### src/rtl/gpu_line_pkg.sv
`default_nettype none
// ============================================================================
// Module   : gpu_line_pkg
// Brief    : Shared types and defaults for the line-command arbitration path.
// Revision : 1.0
// ============================================================================
package gpu_line_pkg;

    localparam int DEF_COORD_W    = 8;
    localparam int DEF_CANVAS_DIM = 64;

    typedef enum logic [2:0] {
        ST_IDLE   = 3'd0,
        ST_CHECK  = 3'd1,
        ST_ISSUE  = 3'd2,
        ST_WAIT   = 3'd3,
        ST_REPORT = 3'd4
    } state_t;

    typedef enum logic [1:0] {
        ERR_NONE    = 2'd0,
        ERR_BOUNDS  = 2'd1,
        ERR_TIMEOUT = 2'd2
    } err_code_t;

    typedef struct packed {
        logic [DEF_COORD_W-1:0] x0;
        logic [DEF_COORD_W-1:0] y0;
        logic [DEF_COORD_W-1:0] x1;
        logic [DEF_COORD_W-1:0] y1;
    } line_cmd_t;

endpackage
`default_nettype wire

### src/rtl/line_cmd_arbiter_rr_arbiter.sv
`default_nettype none
// ============================================================================
// Module   : rr_arbiter
// Brief    : Combinational round-robin pick: first request after last_grant.
// Revision : 1.0
// ============================================================================
module rr_arbiter #(
    parameter int NUM_REQ = 4
) (
    input  logic [NUM_REQ-1:0]         req_i,
    input  logic [$clog2(NUM_REQ)-1:0] last_grant_i,
    output logic [NUM_REQ-1:0]         grant_o,
    output logic [$clog2(NUM_REQ)-1:0] grant_idx_o,
    output logic                       any_o
);

    localparam int IDX_W = $clog2(NUM_REQ);

    int               idx;
    logic [IDX_W-1:0] cand;
    logic             found;

    // Walk the ring starting one past the previous winner, wrapping at NUM_REQ.
    always_comb begin
        grant_o     = '0;
        grant_idx_o = '0;
        found       = 1'b0;
        idx         = 0;
        cand        = '0;
        for (int k = 1; k <= NUM_REQ; k++) begin
            idx = int'(last_grant_i) + k;
            if (idx >= NUM_REQ) begin
                idx = idx - NUM_REQ;
            end
            cand = IDX_W'(idx);
            if (!found && req_i[cand]) begin
                found         = 1'b1;
                grant_o[cand] = 1'b1;
                grant_idx_o   = cand;
            end
        end
    end

    assign any_o = |req_i;

endmodule
`default_nettype wire

### src/rtl/line_cmd_arbiter.sv
`default_nettype none
// ============================================================================
// Module   : line_cmd_arbiter
// Brief    : Round-robin sharing of the line rasterizer with bounds/timeout.
// Revision : 1.0
// ============================================================================
module line_cmd_arbiter
    import gpu_line_pkg::*;
#(
    parameter int NUM_REQ    = 4,
    parameter int COORD_W    = DEF_COORD_W,
    parameter int CANVAS_DIM = DEF_CANVAS_DIM,
    parameter int TIMEOUT    = 8192
) (
    input  logic                             clk,
    input  logic                             rst,
    input  logic [NUM_REQ-1:0]               req_valid,
    input  logic [NUM_REQ-1:0][COORD_W-1:0]  req_x0,
    input  logic [NUM_REQ-1:0][COORD_W-1:0]  req_y0,
    input  logic [NUM_REQ-1:0][COORD_W-1:0]  req_x1,
    input  logic [NUM_REQ-1:0][COORD_W-1:0]  req_y1,
    output logic [NUM_REQ-1:0]               req_ready,
    output logic [NUM_REQ-1:0]               done_ack,
    output logic [NUM_REQ-1:0]               err_ack,
    output logic [1:0]                       err_code,
    output logic                             eng_start,
    output logic [COORD_W-1:0]               eng_x0,
    output logic [COORD_W-1:0]               eng_y0,
    output logic [COORD_W-1:0]               eng_x1,
    output logic [COORD_W-1:0]               eng_y1,
    input  logic                             eng_done,
    output logic                             busy,
    output logic [$clog2(NUM_REQ)-1:0]       grant_id
);

    localparam int IDX_W = $clog2(NUM_REQ);
    localparam int CNT_W = $clog2(TIMEOUT) + 1;

    state_t             state_q, state_d;
    err_code_t          err_q, err_d;
    logic               fail_q, fail_d;
    logic [IDX_W-1:0]   grant_q, grant_d;
    logic [IDX_W-1:0]   last_q, last_d;
    logic [CNT_W-1:0]   cnt_q, cnt_d;
    logic [COORD_W-1:0] x0_q, x0_d, y0_q, y0_d, x1_q, x1_d, y1_q, y1_d;

    logic [NUM_REQ-1:0] arb_grant;
    logic [IDX_W-1:0]   arb_idx;
    logic               arb_any;
    logic               oob;
    logic [NUM_REQ-1:0] ack_vec;

    rr_arbiter #(
        .NUM_REQ (NUM_REQ)
    ) u_rr_arbiter (
        .req_i        (req_valid),
        .last_grant_i (last_q),
        .grant_o      (arb_grant),
        .grant_idx_o  (arb_idx),
        .any_o        (arb_any)
    );

    assign oob = (32'(x0_q) >= 32'(CANVAS_DIM)) || (32'(y0_q) >= 32'(CANVAS_DIM)) ||
                 (32'(x1_q) >= 32'(CANVAS_DIM)) || (32'(y1_q) >= 32'(CANVAS_DIM));

    always_comb begin
        state_d = state_q;
        err_d   = err_q;
        fail_d  = fail_q;
        grant_d = grant_q;
        last_d  = last_q;
        cnt_d   = cnt_q;
        x0_d    = x0_q;
        y0_d    = y0_q;
        x1_d    = x1_q;
        y1_d    = y1_q;
        case (state_q)
            ST_IDLE: begin
                if (arb_any) begin
                    x0_d    = req_x0[arb_idx];
                    y0_d    = req_y0[arb_idx];
                    x1_d    = req_x1[arb_idx];
                    y1_d    = req_y1[arb_idx];
                    grant_d = arb_idx;
                    state_d = ST_CHECK;
                end
            end
            ST_CHECK: begin
                if (oob) begin
                    err_d   = ERR_BOUNDS;
                    fail_d  = 1'b1;
                    state_d = ST_REPORT;
                end else begin
                    fail_d  = 1'b0;
                    state_d = ST_ISSUE;
                end
            end
            ST_ISSUE: begin
                cnt_d   = '0;
                state_d = ST_WAIT;
            end
            ST_WAIT: begin
                cnt_d = cnt_q + CNT_W'(1);
                // A done arriving on the timeout cycle still counts as success.
                if (eng_done) begin
                    fail_d  = 1'b0;
                    state_d = ST_REPORT;
                end else if (cnt_q == CNT_W'(TIMEOUT - 1)) begin
                    err_d   = ERR_TIMEOUT;
                    fail_d  = 1'b1;
                    state_d = ST_REPORT;
                end
            end
            ST_REPORT: begin
                last_d  = grant_q;
                state_d = ST_IDLE;
            end
            default: begin
                state_d = ST_IDLE;
            end
        endcase
    end

    always_ff @(posedge clk) begin
        if (rst) begin
            state_q <= ST_IDLE;
            err_q   <= ERR_NONE;
            fail_q  <= 1'b0;
            grant_q <= '0;
            last_q  <= IDX_W'(NUM_REQ - 1);
            cnt_q   <= '0;
            x0_q    <= '0;
            y0_q    <= '0;
            x1_q    <= '0;
            y1_q    <= '0;
        end else begin
            state_q <= state_d;
            err_q   <= err_d;
            fail_q  <= fail_d;
            grant_q <= grant_d;
            last_q  <= last_d;
            cnt_q   <= cnt_d;
            x0_q    <= x0_d;
            y0_q    <= y0_d;
            x1_q    <= x1_d;
            y1_q    <= y1_d;
        end
    end

    assign ack_vec   = NUM_REQ'(1) << grant_q;
    assign req_ready = (state_q == ST_IDLE) ? arb_grant : '0;
    assign done_ack  = (state_q == ST_REPORT && !fail_q) ? ack_vec : '0;
    assign err_ack   = (state_q == ST_REPORT &&  fail_q) ? ack_vec : '0;
    assign eng_start = (state_q == ST_ISSUE);
    assign busy      = (state_q != ST_IDLE);
    assign err_code  = err_q;
    assign grant_id  = grant_q;
    assign eng_x0    = x0_q;
    assign eng_y0    = y0_q;
    assign eng_x1    = x1_q;
    assign eng_y1    = y1_q;

endmodule
`default_nettype wire
### config.mk
export PLATFORM = sky130hd
export DESIGN_NAME = line_cmd_arbiter
export DESIGN_NICKNAME = d
export VERILOG_FILES = /design/src/rtl/gpu_line_pkg.sv /design/src/rtl/line_cmd_arbiter_rr_arbiter.sv /design/src/rtl/line_cmd_arbiter.sv
export SDC_FILE = /design/constraint.sdc
export NUM_CORES = 1
export LEC_CHECK = 0
export BUFFER_PORTS_ARGS = -buffer_cell sky130_fd_sc_hd__buf_2
export CORE_ASPECT_RATIO = 2
export CORE_MARGIN = 8
export CORE_UTILIZATION = 50
export CTS_BUF_LIST = sky130_fd_sc_hd__clkbuf_8 sky130_fd_sc_hd__clkbuf_16
export CTS_CLUSTER_DIAMETER = 150
export DETAILED_ROUTE_END_ITERATION = 6
export PLACE_DENSITY = 0.87
export SLEW_MARGIN = 30
export SYNTH_ARGS = -nofsm -noshare
export SYNTH_HDL_FRONTEND = slang
export SYNTH_SLANG_ARGS = --single-unit
### constraint.sdc
create_clock -name clk -period 6.3 [get_ports clk]
set_clock_uncertainty 0.15 [all_clocks]
set_input_delay 1.89 -clock clk [delete_from_list [all_inputs] [get_ports clk]]
set_output_delay 1.89 -clock clk [all_outputs]
set_load 0.02 [all_outputs]
==> results of run 1 <==
registers in the layout (all words and copies together), names as in the netlist:
register,flops
eng_x1,8
eng_y0,8
grant_id,2
fail_q,1
last_q,2
state_q,3
cnt_q,14
eng_y1,8
err_code,2
eng_x0,8
metrics by stage:
step	instance area [µm²]	hold slack (ns)	total power, W	utilization, %
floorplan	3670	0.308	0.00112	-
global placement	4610	0.305	0.00132	63.9
detailed placement	4620	0.305	0.00134	64.0
CTS	4800	0.313	0.00168	66.5
global route	4800	0.333	0.00176	66.5
finish	4800	0.309	0.00166	66.5
power groups by stage:
stage | sequential, W | clock [W] | combinational, W
final | 0.000511 | 0.000332 | 0.000821
after detailed placement | 0.000514 | 0 | 0.000827
after floorplan | 0.000583 | 0 | 0.000539
after CTS | 0.000510 | 0.000338 | 0.000828
after global placement | 0.000514 | 0 | 0.000801
after global routing | 0.000521 | 0.000354 | 0.000889
how the worst max path moves through the flow:
stage	startpoint	end	cells past startpoint
after floorplan	req_valid[3]	req_ready[0]	6
after global placement	req_valid[3]	req_ready[2]	8
after detailed placement	req_valid[3]	req_ready[0]	8
after CTS	req_valid[3]	req_ready[0]	8
after global routing	req_valid[3]	req_ready[0]	8
final	req_valid[3]	req_ready[0]	8
layout make-up:
class / instances / area (µm²) / area share, %
repair buffers: 189 / 971 / 20.2
well taps: 92 / 115 / 2.40
inverters: 7 / 26.3 / 0.548
clock inverters: 1 / 30.0 / 0.626
multi-input cells: 297 / 2380 / 49.6
flip-flops and latches: 56 / 1120 / 23.4
clock buffers: 7 / 153 / 3.18
cells by family (layout without fill, tap and decap cells):
| kind of cell | Yosys count | after routing | share of synthesized area (%) |
|---|---|---|---|
| muxes | 102 | 102 | 28.5 |
| and+or+nand+nor | 100 | 100 | 13.6 |
| AOI/OAI and AO/OA | 78 | 78 | 17.0 |
| DFF | 56 | 56 | 30.5 |
| buffers and inverters | 36 | 204 | 5.45 |
| adders and majority gates | 9 | 9 | 3.07 |
| xor gates and xnor gates | 8 | 8 | 1.91 |
layout by cell type, fill, tap and decap left out, drive strengths merged, types with 9 or more instances in the layout:
cell	synthesis	final
buf	16	189
mux2i	99	99
dfxtp	56	56
nor2	40	40
a22o	32	32
nand2	13	13
a21oi	12	12
ha	9	9
nor3	9	9
metal layers:
metal | vias up | routed length [µm] | global-route usage [%]
li1 | 1793 | - | -
met1 | 1682 | 4230 | 19.9
met2 | 170 | 6200 | 39.5
met3 | 27 | 647 | 5.82
met4 | 0 | 351 | 9.81
met5 | - | 0 | 0
critical path, stage by stage:
cell,delay (ns)
buf_2,0.20
and2_1,0.21
a211oi_1,0.10
a21oi_1,0.65
nor2_1,0.14
a221oi_1,0.30
nor2_1,0.10
buf_2,0.18
==> results by group, run 1 <==
Hold path
  – Min-Delay Path Depth: 2
  – Worst Hold Class: reg2reg
  – Worst Hold End: err_code[1]
  – Worst hold start: err_code[1]

Pwr
  – Reg power frac: 30.7%
  – Internal: 0.00100 W
  – Combinational share of power: 49.3%
  – Cell Pwr Density: 347 mW/mm²
  – P_leak: 2.38 nW
  – Psw: 0.000661 W
  – Net switching share of the total power: 39.7%
  – Peak supply drop: 0.204 mV
  – Clock power share: 20.0%

CTS
  – CTS buffer count: 5
  – Post-CTS Hold Buffers: 0
  – CTS tree: yes
  – Post-CTS setup buffer count: 0
  – Clock root cell: clkbuf_16
  – H-Tree Depth: 2
  – Clock sinks: 56
  – CTS max path bufs: 2
  – Clock insertion delay at the later pin of the skew report: 0.30 ns
  – # resized after CTS: 0
  – Clock transition at path regs: 0.06 ns

Logic synthesis
  – Post-synth top area share: 30.5%
  – YS warnings: 0
  – FFs w/ async S/R, synth: 0%
  – #FFs+latches synth: 56
  – Syn avg cell area: 9.44 µm²
  – Top_reg_cell synth: dfxtp_1
  – Synthesized Nets: 533
  – Yosys top cell by area: dfxtp_1
  – Distinct cells, synth: 49
  – Seq/Total Area, Yosys: 30.5%
  – Synth Cell Area: 0.00367 mm²
  – Synth top cells by count: mux2i_1 (99), dfxtp_1 (56), nor2_1 (40)
  – Synth top area cells: dfxtp_1 (31%), mux2i_1 (27%), a22o_1 (7.6%)
  – Post-synth EDFFs: 0
  – Cells after Synth: 389
  – Most frequent cell after synthesis: mux2i_1

Critical path
  – Crit Path Class: in2out
  – Reg2reg end: eng_x0[4]
  – Critical Path Source Type: input pin
  – WP data required: 4.26 ns
  – Reg2reg setup slack: 2.40 ns
  – Arr. time, crit path: 3.78 ns
  – Max Fanout on Critical Path: 11
  – Crit Reg-Reg Startpoint: last_q[0]
  – Worst setup EP type: output pin
  – Register-to-Register Path Depth: 9

Placement
  – Post-DP HPWL: 9.34 mm
  – Port buffer count: 184
  – DP Worst Slack: 0.590 ns
  – DP Cell Count: 641
  – Routability cong.: 0.890

Die
  – Core Region: 0.00721 mm²
  – Starting density of the core: 50.9%
  – Boundary pin count: 185
  – FP Rows: 44
  – Die ar.: 0.0105 mm²
  – Die X-Extent: 76.6 µm
  – Die extent in y: 137 µm

Detailed routing
  – DR vias/cell: 5.66
  – Drc violations: 0
  – DRT antenna net count: 0
  – Vias after detailed routing: 3672
  – Final wirelength: 11.4 mm
  – First DRT Iteration DRCs: 166
  – Pre-antenna DRT Iters: 5
  – Routed length per instance: 17.6 µm

Layout
  – Synthesis-to-layout area growth: 30.7%
  – Fill cell count: 570
  – Layout cells sized above 1: 37.5%
  – Antenna fix cells: 0
  – Final non-filler cell total: 649
  – Final #Nets: 700

Timing
  – Final worst setup slack: 0.482 ns
  – Final period utilization: 92.3%
  – Fmax: 172 MHz
  – Slew margin rel.: 40.0%
  – Max-slew violations: 0
  – # setup viols final: 0
  – Final count of hold timing violations: 0
  – Worst Tran Pin Value: 0.900 ns
  – Final Critical Period: 5.82 ns
  – Setup TNS: 0 ns
  – RSZ-0062 raised after global routing: false

GRT
  – First-pass GRT wire length: 17.9 mm
  – Largest net degree at the start of global routing: 50
  – Vias in the first global route: 3952
  – Total Routing Usage GR: 20.7%
  – Antenna violations before repair: 0
  – Total gr overflow: 0

Run status
  – Status: finished, final reports clean

Job
  – Max capacitance violation total: 0
(Power assumes the default switching activity.)
==> run 2, diff against run 1 <==
GPL_ROUTABILITY_DRIVEN = 0   (was not set)
PLACE_DENSITY = 0.86   (was 0.87)
RECOVER_POWER = 100   (was not set)
SYNTH_HIERARCHICAL = 1   (was not set)
==> run 2 against run 1 <==
Against the previous run:
- the flow now finishes with violations (capacitance limit, slew limit)
- critical path depth decreased by 1
- utilization decreased by 1.7 points
- clock-buffer cell count decreased by 2
- critical path type unchanged
- highest routed layer unchanged
==> results by group, run 2 <==
Layout
  – Final #Nets: 738
  – Multi-input logic area: 0.00251 mm²
  – Max FFs per register: 14
  – Synthesis-to-layout area growth: 27.8%
  – Antenna fix cells: 0
  – Post-layout util: 64.9%
  – Sequential cell area: 0.00112 mm²
  – Most common cell after layout, fill and taps aside: buf_2
  – Commonest non-fill, non-tap cells in the layout: buf_2 (138), nand2_1 (95), dfxtp_1 (56), a21oi_1 (48), clkbuf_1 (47)
  – Final non-filler cell total: 689
  – Layout cells sized above 1: 32.8%
  – Fill cell count: 667
  – Most flop-heavy register: cnt_q

Critical path
  – Crit-path leading delay family: compound AO/OA/AOI/OAI gates
  – CP Buf/Inv Count: 2
  – Arr. time, crit path: 3.76 ns
  – CP Depth: 7
  – Worst stage delay on the critical path: 0.67 ns
  – Crit Path Class: in2out
  – CP cell instances: buf_2 -> mux2i_1 -> o22ai_1 -> a2111oi_0 -> o2bb2ai_1 -> and2_1 -> buf_2
  – Cell mode on critical path: buf_2
  – Reg2reg setup slack: 0.89 ns
  – WP data required: 4.26 ns
  – Register-to-Register Path Depth: 10
  – Max Fanout on Critical Path: 8
  – Crit Reg-Reg Startpoint: last_q[1]
  – Reg2reg end: eng_y1[0]
  – Slowest-stage cell, CP: mux2i_1
  – Critical Path Source Type: input pin
  – Worst setup EP type: output pin

Logic synthesis
  – Synth Area in XOR/XNOR: 0%
  – Seq/Total Area, Yosys: 29.7%
  – FFs w/ async S/R, synth: 0%
  – Yosys top cell by area: dfxtp_1
  – Most frequent cell after synthesis: nand2_1
  – Post-synth EDFFs: 0
  – Mux contribution to synthesized area: 23.7%
  – Synth Area in Adders: 2.98%
  – Synth Cell Area: 0.00377 mm²
  – YS warnings: 6
  – Top_reg_cell synth: dfxtp_1
  – Main combinational cell family by area after synthesis: simple AND/OR/NAND/NOR gates
  – Post-synthesis simple-gate area fraction: 25.4%
  – Synth top area cells: dfxtp_1 (30%), mux4_2 (19%), nand2_1 (9.5%)
  – Post-synth top area share: 29.7%
  – Syn avg cell area: 8.78 µm²
  – Synthesized Nets: 574
  – Distinct cells, synth: 53
  – #FFs+latches synth: 56
  – Compound-Gate Fraction of Synth Area: 14.1%
  – Synth top cells by count: nand2_1 (96), dfxtp_1 (56), a21oi_1 (48)
  – Cells after Synth: 430

CTS
  – Clock insertion delay at the later pin of the skew report: 0.29 ns
  – Clock transition at path regs: 0.07 ns
  – # resized after CTS: 0
  – H-Tree Depth: 2
  – CTS buffer count: 5
  – CTS max path bufs: 2
  – Post-CTS setup buffer count: 0
  – Clock sinks: 56
  – CTS tree: yes
  – Post-CTS Hold Buffers: 0
  – Clock root cell: clkbuf_16

Timing
  – Fmax: 172 MHz
  – Worst Tran Pin Value: 2.42 ns
  – Slew margin rel.: -61.4%
  – Max-slew violations: 57
  – Final count of hold timing violations: 0
  – Final worst setup slack: 0.497 ns
  – Final period utilization: 92.1%
  – Setup TNS: 0 ns
  – RSZ-0062 raised after global routing: false
  – # setup viols final: 0
  – Final Critical Period: 5.80 ns

Run status
  – Failing checks: capacitance limit, slew limit
  – Status: complete, but fails checks

Detailed routing
  – Final wirelength: 11.7 mm
  – Pre-antenna DRT Iters: 5
  – Vias after detailed routing: 3900
  – DRT antenna net count: 0
  – Routed length per instance: 17.0 µm
  – DR vias/cell: 5.66
  – First DRT Iteration DRCs: 299
  – Drc violations: 0

GRT
  – Total gr overflow: 0
  – First-pass GRT wire length: 18.6 mm
  – Largest net degree at the start of global routing: 57
  – Vias in the first global route: 3835
  – Antenna violations before repair: 0
  – Total Routing Usage GR: 20.8%

Placement
  – Port buffer count: 184
  – DP Worst Slack: 0.777 ns
  – DP Cell Count: 681
  – Post-DP HPWL: 9.02 mm

Pwr
  – Combinational share of power: 43.7%
  – P_leak: 1.97 nW
  – Peak supply drop: 0.150 mV
  – Cell Pwr Density: 286 mW/mm²
  – Internal: 0.000847 W
  – Total power draw: 0.00138 W
  – Net switching share of the total power: 38.5%
  – Psw: 0.000531 W
  – Reg power frac: 33.6%
  – Clock power share: 22.7%

Die
  – FP Rows: 45
  – Boundary pin count: 185
  – Core Region: 0.00743 mm²
  – Die X-Extent: 77.4 µm
  – Die extent in y: 139 µm
  – Starting density of the core: 50.8%
  – Die ar.: 0.0108 mm²

Hold path
  – Worst hold start: eng_x1[4]
  – Worst Hold Class: reg2reg
  – Min-Delay Path Depth: 2
  – Worst Hold End: eng_x1[4]

Job
  – Max capacitance violation total: 1
==> run 2: changes by cell type after synthesis, moves of 6 or more <==
cell,previous run,this run
buf_4,6,0
o22ai_1,0,6
nor2_1,40,25
clkbuf_1,13,19
nand2_1,13,96
a21oi_1,12,48
and3_1,1,9
a22o_1,32,0
mux2i_1,99,2
mux4_2,2,32
xor2_1,7,0
==> run 2: cell families after synthesis <==
logic type | after synthesis
AO/OA/AOI/OAI | 87
adder cells (fa/ha/maj) | 9
buffers and inverters | 36
flip-flops | 56
multiplexers | 44
AND/OR/NAND/NOR | 198
==> run 2: layout make-up <==
type | instances | share of cell area [%]
inverter | 6 | 0.467
tap | 94 | 2.44
multi-input combinational | 338 | 52.2
sequential | 56 | 23.2
timing repair buffer | 187 | 18.3
clock buffer | 5 | 2.59
clock inverter | 3 | 0.804
==> run 2: power groups by stage <==
stage               sequential (W)  clock, W  combinational, W
floorplan                 0.000516         0          0.000389
global placement          0.000465         0          0.000614
detailed placement        0.000468         0          0.000628
CTS                       0.000461  0.000319          0.000630
global route              0.000471  0.000331          0.000659
finish                    0.000463  0.000313          0.000602
==> run 2: worst max-delay path by stage <==
| stage | slack, ns | start | to |
|---|---|---|---|
| 6_report | 0.50 | req_valid[2] | req_ready[2] |
| 5_1_grt | 0.37 | req_valid[2] | req_ready[3] |
| 2_1_floorplan | 1.22 | req_valid[0] | req_ready[1] |
| 4_1_cts | 0.77 | req_valid[2] | req_ready[2] |
| 3_5_place_dp | 0.78 | req_valid[2] | req_ready[2] |
| 3_3_place_gp | 0.83 | req_valid[2] | req_ready[3] |
==> run 2: per-stage QoR <==
step                      area, µm²  hold slack, ns
after floorplan                3770           0.305
after global placement         4740           0.288
after detailed placement       4740           0.295
after CTS                      4910           0.304
after global routing           4820           0.322
final                          4820           0.304
==> run 2: metal layers <==
layer	vias up	GRT usage, %	wire (µm)
li1	1896	-	-
met1	1784	24.0	4690
met2	204	35.0	5700
met3	16	7.08	1120
met4	0	6.31	205
met5	-	0	0
==> run 2: worst reg2reg max path: cells and delay by family, from the launching register on <==
family,cells,cell delay (ns)
buffers and inverters,2,1.48
multiplexers,2,1.07
AO/OA/AOI/OAI,3,0.90
flip-flops,1,0.73
adder cells (fa/ha/maj),1,0.67
AND/OR/NAND/NOR,2,0.20
==> run 3, diff against run 2 <==
ABC_AREA = 1   (was not set)
CORE_UTILIZATION = 51   (was 50)
PLACE_DENSITY = 0.87   (was 0.86)
==> run 3 against run 2 <==
Against the previous run:
- the flow now finishes without violations
- routed wire length is 5.5% higher
- die area down 0.18%
- design area shrank 0.62%
- utilization fell by 0.40 points
- register-to-register slack improved by 1.2 ns
- sequential share of layout area increased by 0.15 points
==> results by group, run 3 <==
Timing
  – Max-slew violations: 0
  – Final period utilization: 87.4%
  – RSZ-0062 raised after global routing: false
  – Fmax: 182 MHz
  – Final worst setup slack: 0.793 ns
  – Final count of hold timing violations: 0
  – # setup viols final: 0
  – Final Critical Period: 5.51 ns
  – Worst Tran Pin Value: 1.40 ns
  – Slew margin rel.: 6.21%
  – Setup TNS: 0 ns

CTS
  – CTS buffer count: 5
  – CTS tree: yes
  – Clock sinks: 56
  – H-Tree Depth: 2
  – Post-CTS setup buffer count: 0
  – CTS max path bufs: 2
  – Clock transition at path regs: 0.07 ns
  – Clock root cell: clkbuf_16
  – # resized after CTS: 0
  – Post-CTS Hold Buffers: 0
  – Clock insertion delay at the later pin of the skew report: 0.29 ns

Pwr
  – Total power draw: 0.00185 W
  – P_leak: 2.16 nW
  – Peak supply drop: 0.301 mV
  – Cell Pwr Density: 386 mW/mm²

Layout
  – Multi-input logic area: 0.00236 mm²
  – Commonest non-fill, non-tap cells in the layout: nor2_1 (153), buf_2 (133), o21ai_0 (104), nand2_1 (58), dfxtp_1 (56)
  – Sequential cell area: 0.00112 mm²
  – Max FFs per register: 14
  – Most flop-heavy register: cnt_q
  – Layout cells sized above 1: 23.8%
  – Synthesis-to-layout area growth: 24.8%
  – Final #Nets: 906
  – Most common cell after layout, fill and taps aside: nor2_1
  – Final std cell area, no fill: 0.00479 mm²
  – Antenna fix cells: 0
  – Fill cell count: 754

Logic synthesis
  – FFs w/ async S/R, synth: 0%
  – Top_reg_cell synth: dfxtp_1
  – Syn avg cell area: 6.40 µm²
  – Synth top cells by count: nor2_1 (152), o21ai_0 (101), nand2_1 (57)
  – Synth top area cells: dfxtp_1 (29%), nor2_1 (15%), o21ai_0 (13%)
  – Synthesized Nets: 744
  – Cells after Synth: 600
  – #FFs+latches synth: 56
  – Seq/Total Area, Yosys: 29.2%
  – Yosys top cell by area: dfxtp_1
  – Post-synth EDFFs: 0
  – Most frequent cell after synthesis: nor2_1
  – Distinct cells, synth: 35
  – YS warnings: 6
  – Synth Cell Area: 0.00384 mm²
  – Post-synth top area share: 29.2%

GRT
  – Largest net degree at the start of global routing: 66
  – First-pass GRT wire length: 20.5 mm
  – Total Routing Usage GR: 22.6%
  – Vias in the first global route: 4478
  – Total gr overflow: 0
  – Antenna violations before repair: 0

Die
  – Starting density of the core: 51.7%
  – Die ar.: 0.0107 mm²
  – Die extent in y: 139 µm
  – FP Rows: 45
  – Core Region: 0.00743 mm²
  – Die X-Extent: 77.4 µm
  – Boundary pin count: 185

Critical path
  – Critical Path Source Type: input pin
  – WP data required: 4.26 ns
  – Crit Path Class: in2out
  – Arr. time, crit path: 3.47 ns
  – Max Fanout on Critical Path: 7
  – Crit Reg-Reg Startpoint: last_q[0]
  – CP startpoint: req_valid[0]
  – Worst setup EP type: output pin

Placement
  – Port buffer count: 184
  – Post-DP Area: 0.00474 mm²
  – DP Worst Slack: 1.19 ns
  – Post-DP HPWL: 9.55 mm

Detailed routing
  – Drc violations: 0
  – Vias after detailed routing: 4555
  – Routed length per instance: 14.4 µm
  – DRT antenna net count: 0
  – First DRT Iteration DRCs: 222
  – DR vias/cell: 5.32
  – Pre-antenna DRT Iters: 5
  – Final wirelength: 12.4 mm

Hold path
  – Worst Hold Class: reg2reg
  – Worst hold start: err_code[1]

Run status
  – Status: finished, final reports clean

Job
  – Max capacitance violation total: 0
[run 3: cell count changes in the layout (fill, tap and decap cells not counted), moves of 9 or more]
cell	change
a21oi_1	-24
a31oi_1	+18
and3_1	-9
inv_1	+29
mux4_2	-32
nand2_1	-37
nand2b_1	-9
nand3_1	+14
nor2_1	+128
o21ai_0	+98
[run 3: critical path, stage by stage]
cell      delay (ns)
clkbuf_1        0.12
inv_1           0.11
nand2_2         0.06
nand3_1         0.23
nand2_1         0.22
nor2_1          0.26
a21oi_1         0.10
nand3_1         0.09
inv_1           0.04
nor2_1          0.10
clkbuf_1        0.24
[run 3: area by class of cell]
cell class	instances	share of cell area, %
Timing Repair Buffer	186	18.2
Clock inverter	2	0.261
Clock buffer	5	2.61
Tap cell	94	2.45
Multi-Input combinational cell	468	49.3
Inverter	45	3.76
Sequential cell	56	23.4
[run 3: per-layer routing]
layer	vias to the layer above	global-route usage [%]	wire length, µm
met5	-	0	0
met4	0	10.2	389
met3	27	8.57	1160
met2	196	37.2	5890
met1	1996	24.7	4910
li1	2336	-	-
[run 3: stage by stage]
stage	hold WS (ns)	instances	utilization, %
after global placement	0.290	849	63.8
final	0.322	856	64.5
after floorplan	0.297	600	-
after CTS	0.328	856	65.7
after global routing	0.332	856	64.5
after detailed placement	0.317	849	63.8
[run 3: cells by family after synthesis]
logic type / Yosys count / synth area share [%]
simple gates: 282 / 34.2
compound gates: 177 / 24.9
buf+inv: 76 / 8.83
flops: 56 / 29.2
fa+ha+maj: 9 / 2.93
[run 3: path summary, 6_finish.rpt]
check                 endpoint  slack (ns)  depth (start not counted)
setup / recovery  req_ready[3]        0.79                         11
setup reg to reg     eng_y1[3]        2.13                         13
hold / removal     err_code[1]        0.32                          2
hold reg to reg    err_code[1]        0.32                          2
[run 3: report_power, final]
part           switching (W)  internal, W  total (W)
Sequential         0.0000721     0.000454   0.000527
Clock               0.000121     0.000144   0.000266
Combinational       0.000736     0.000320    0.00106
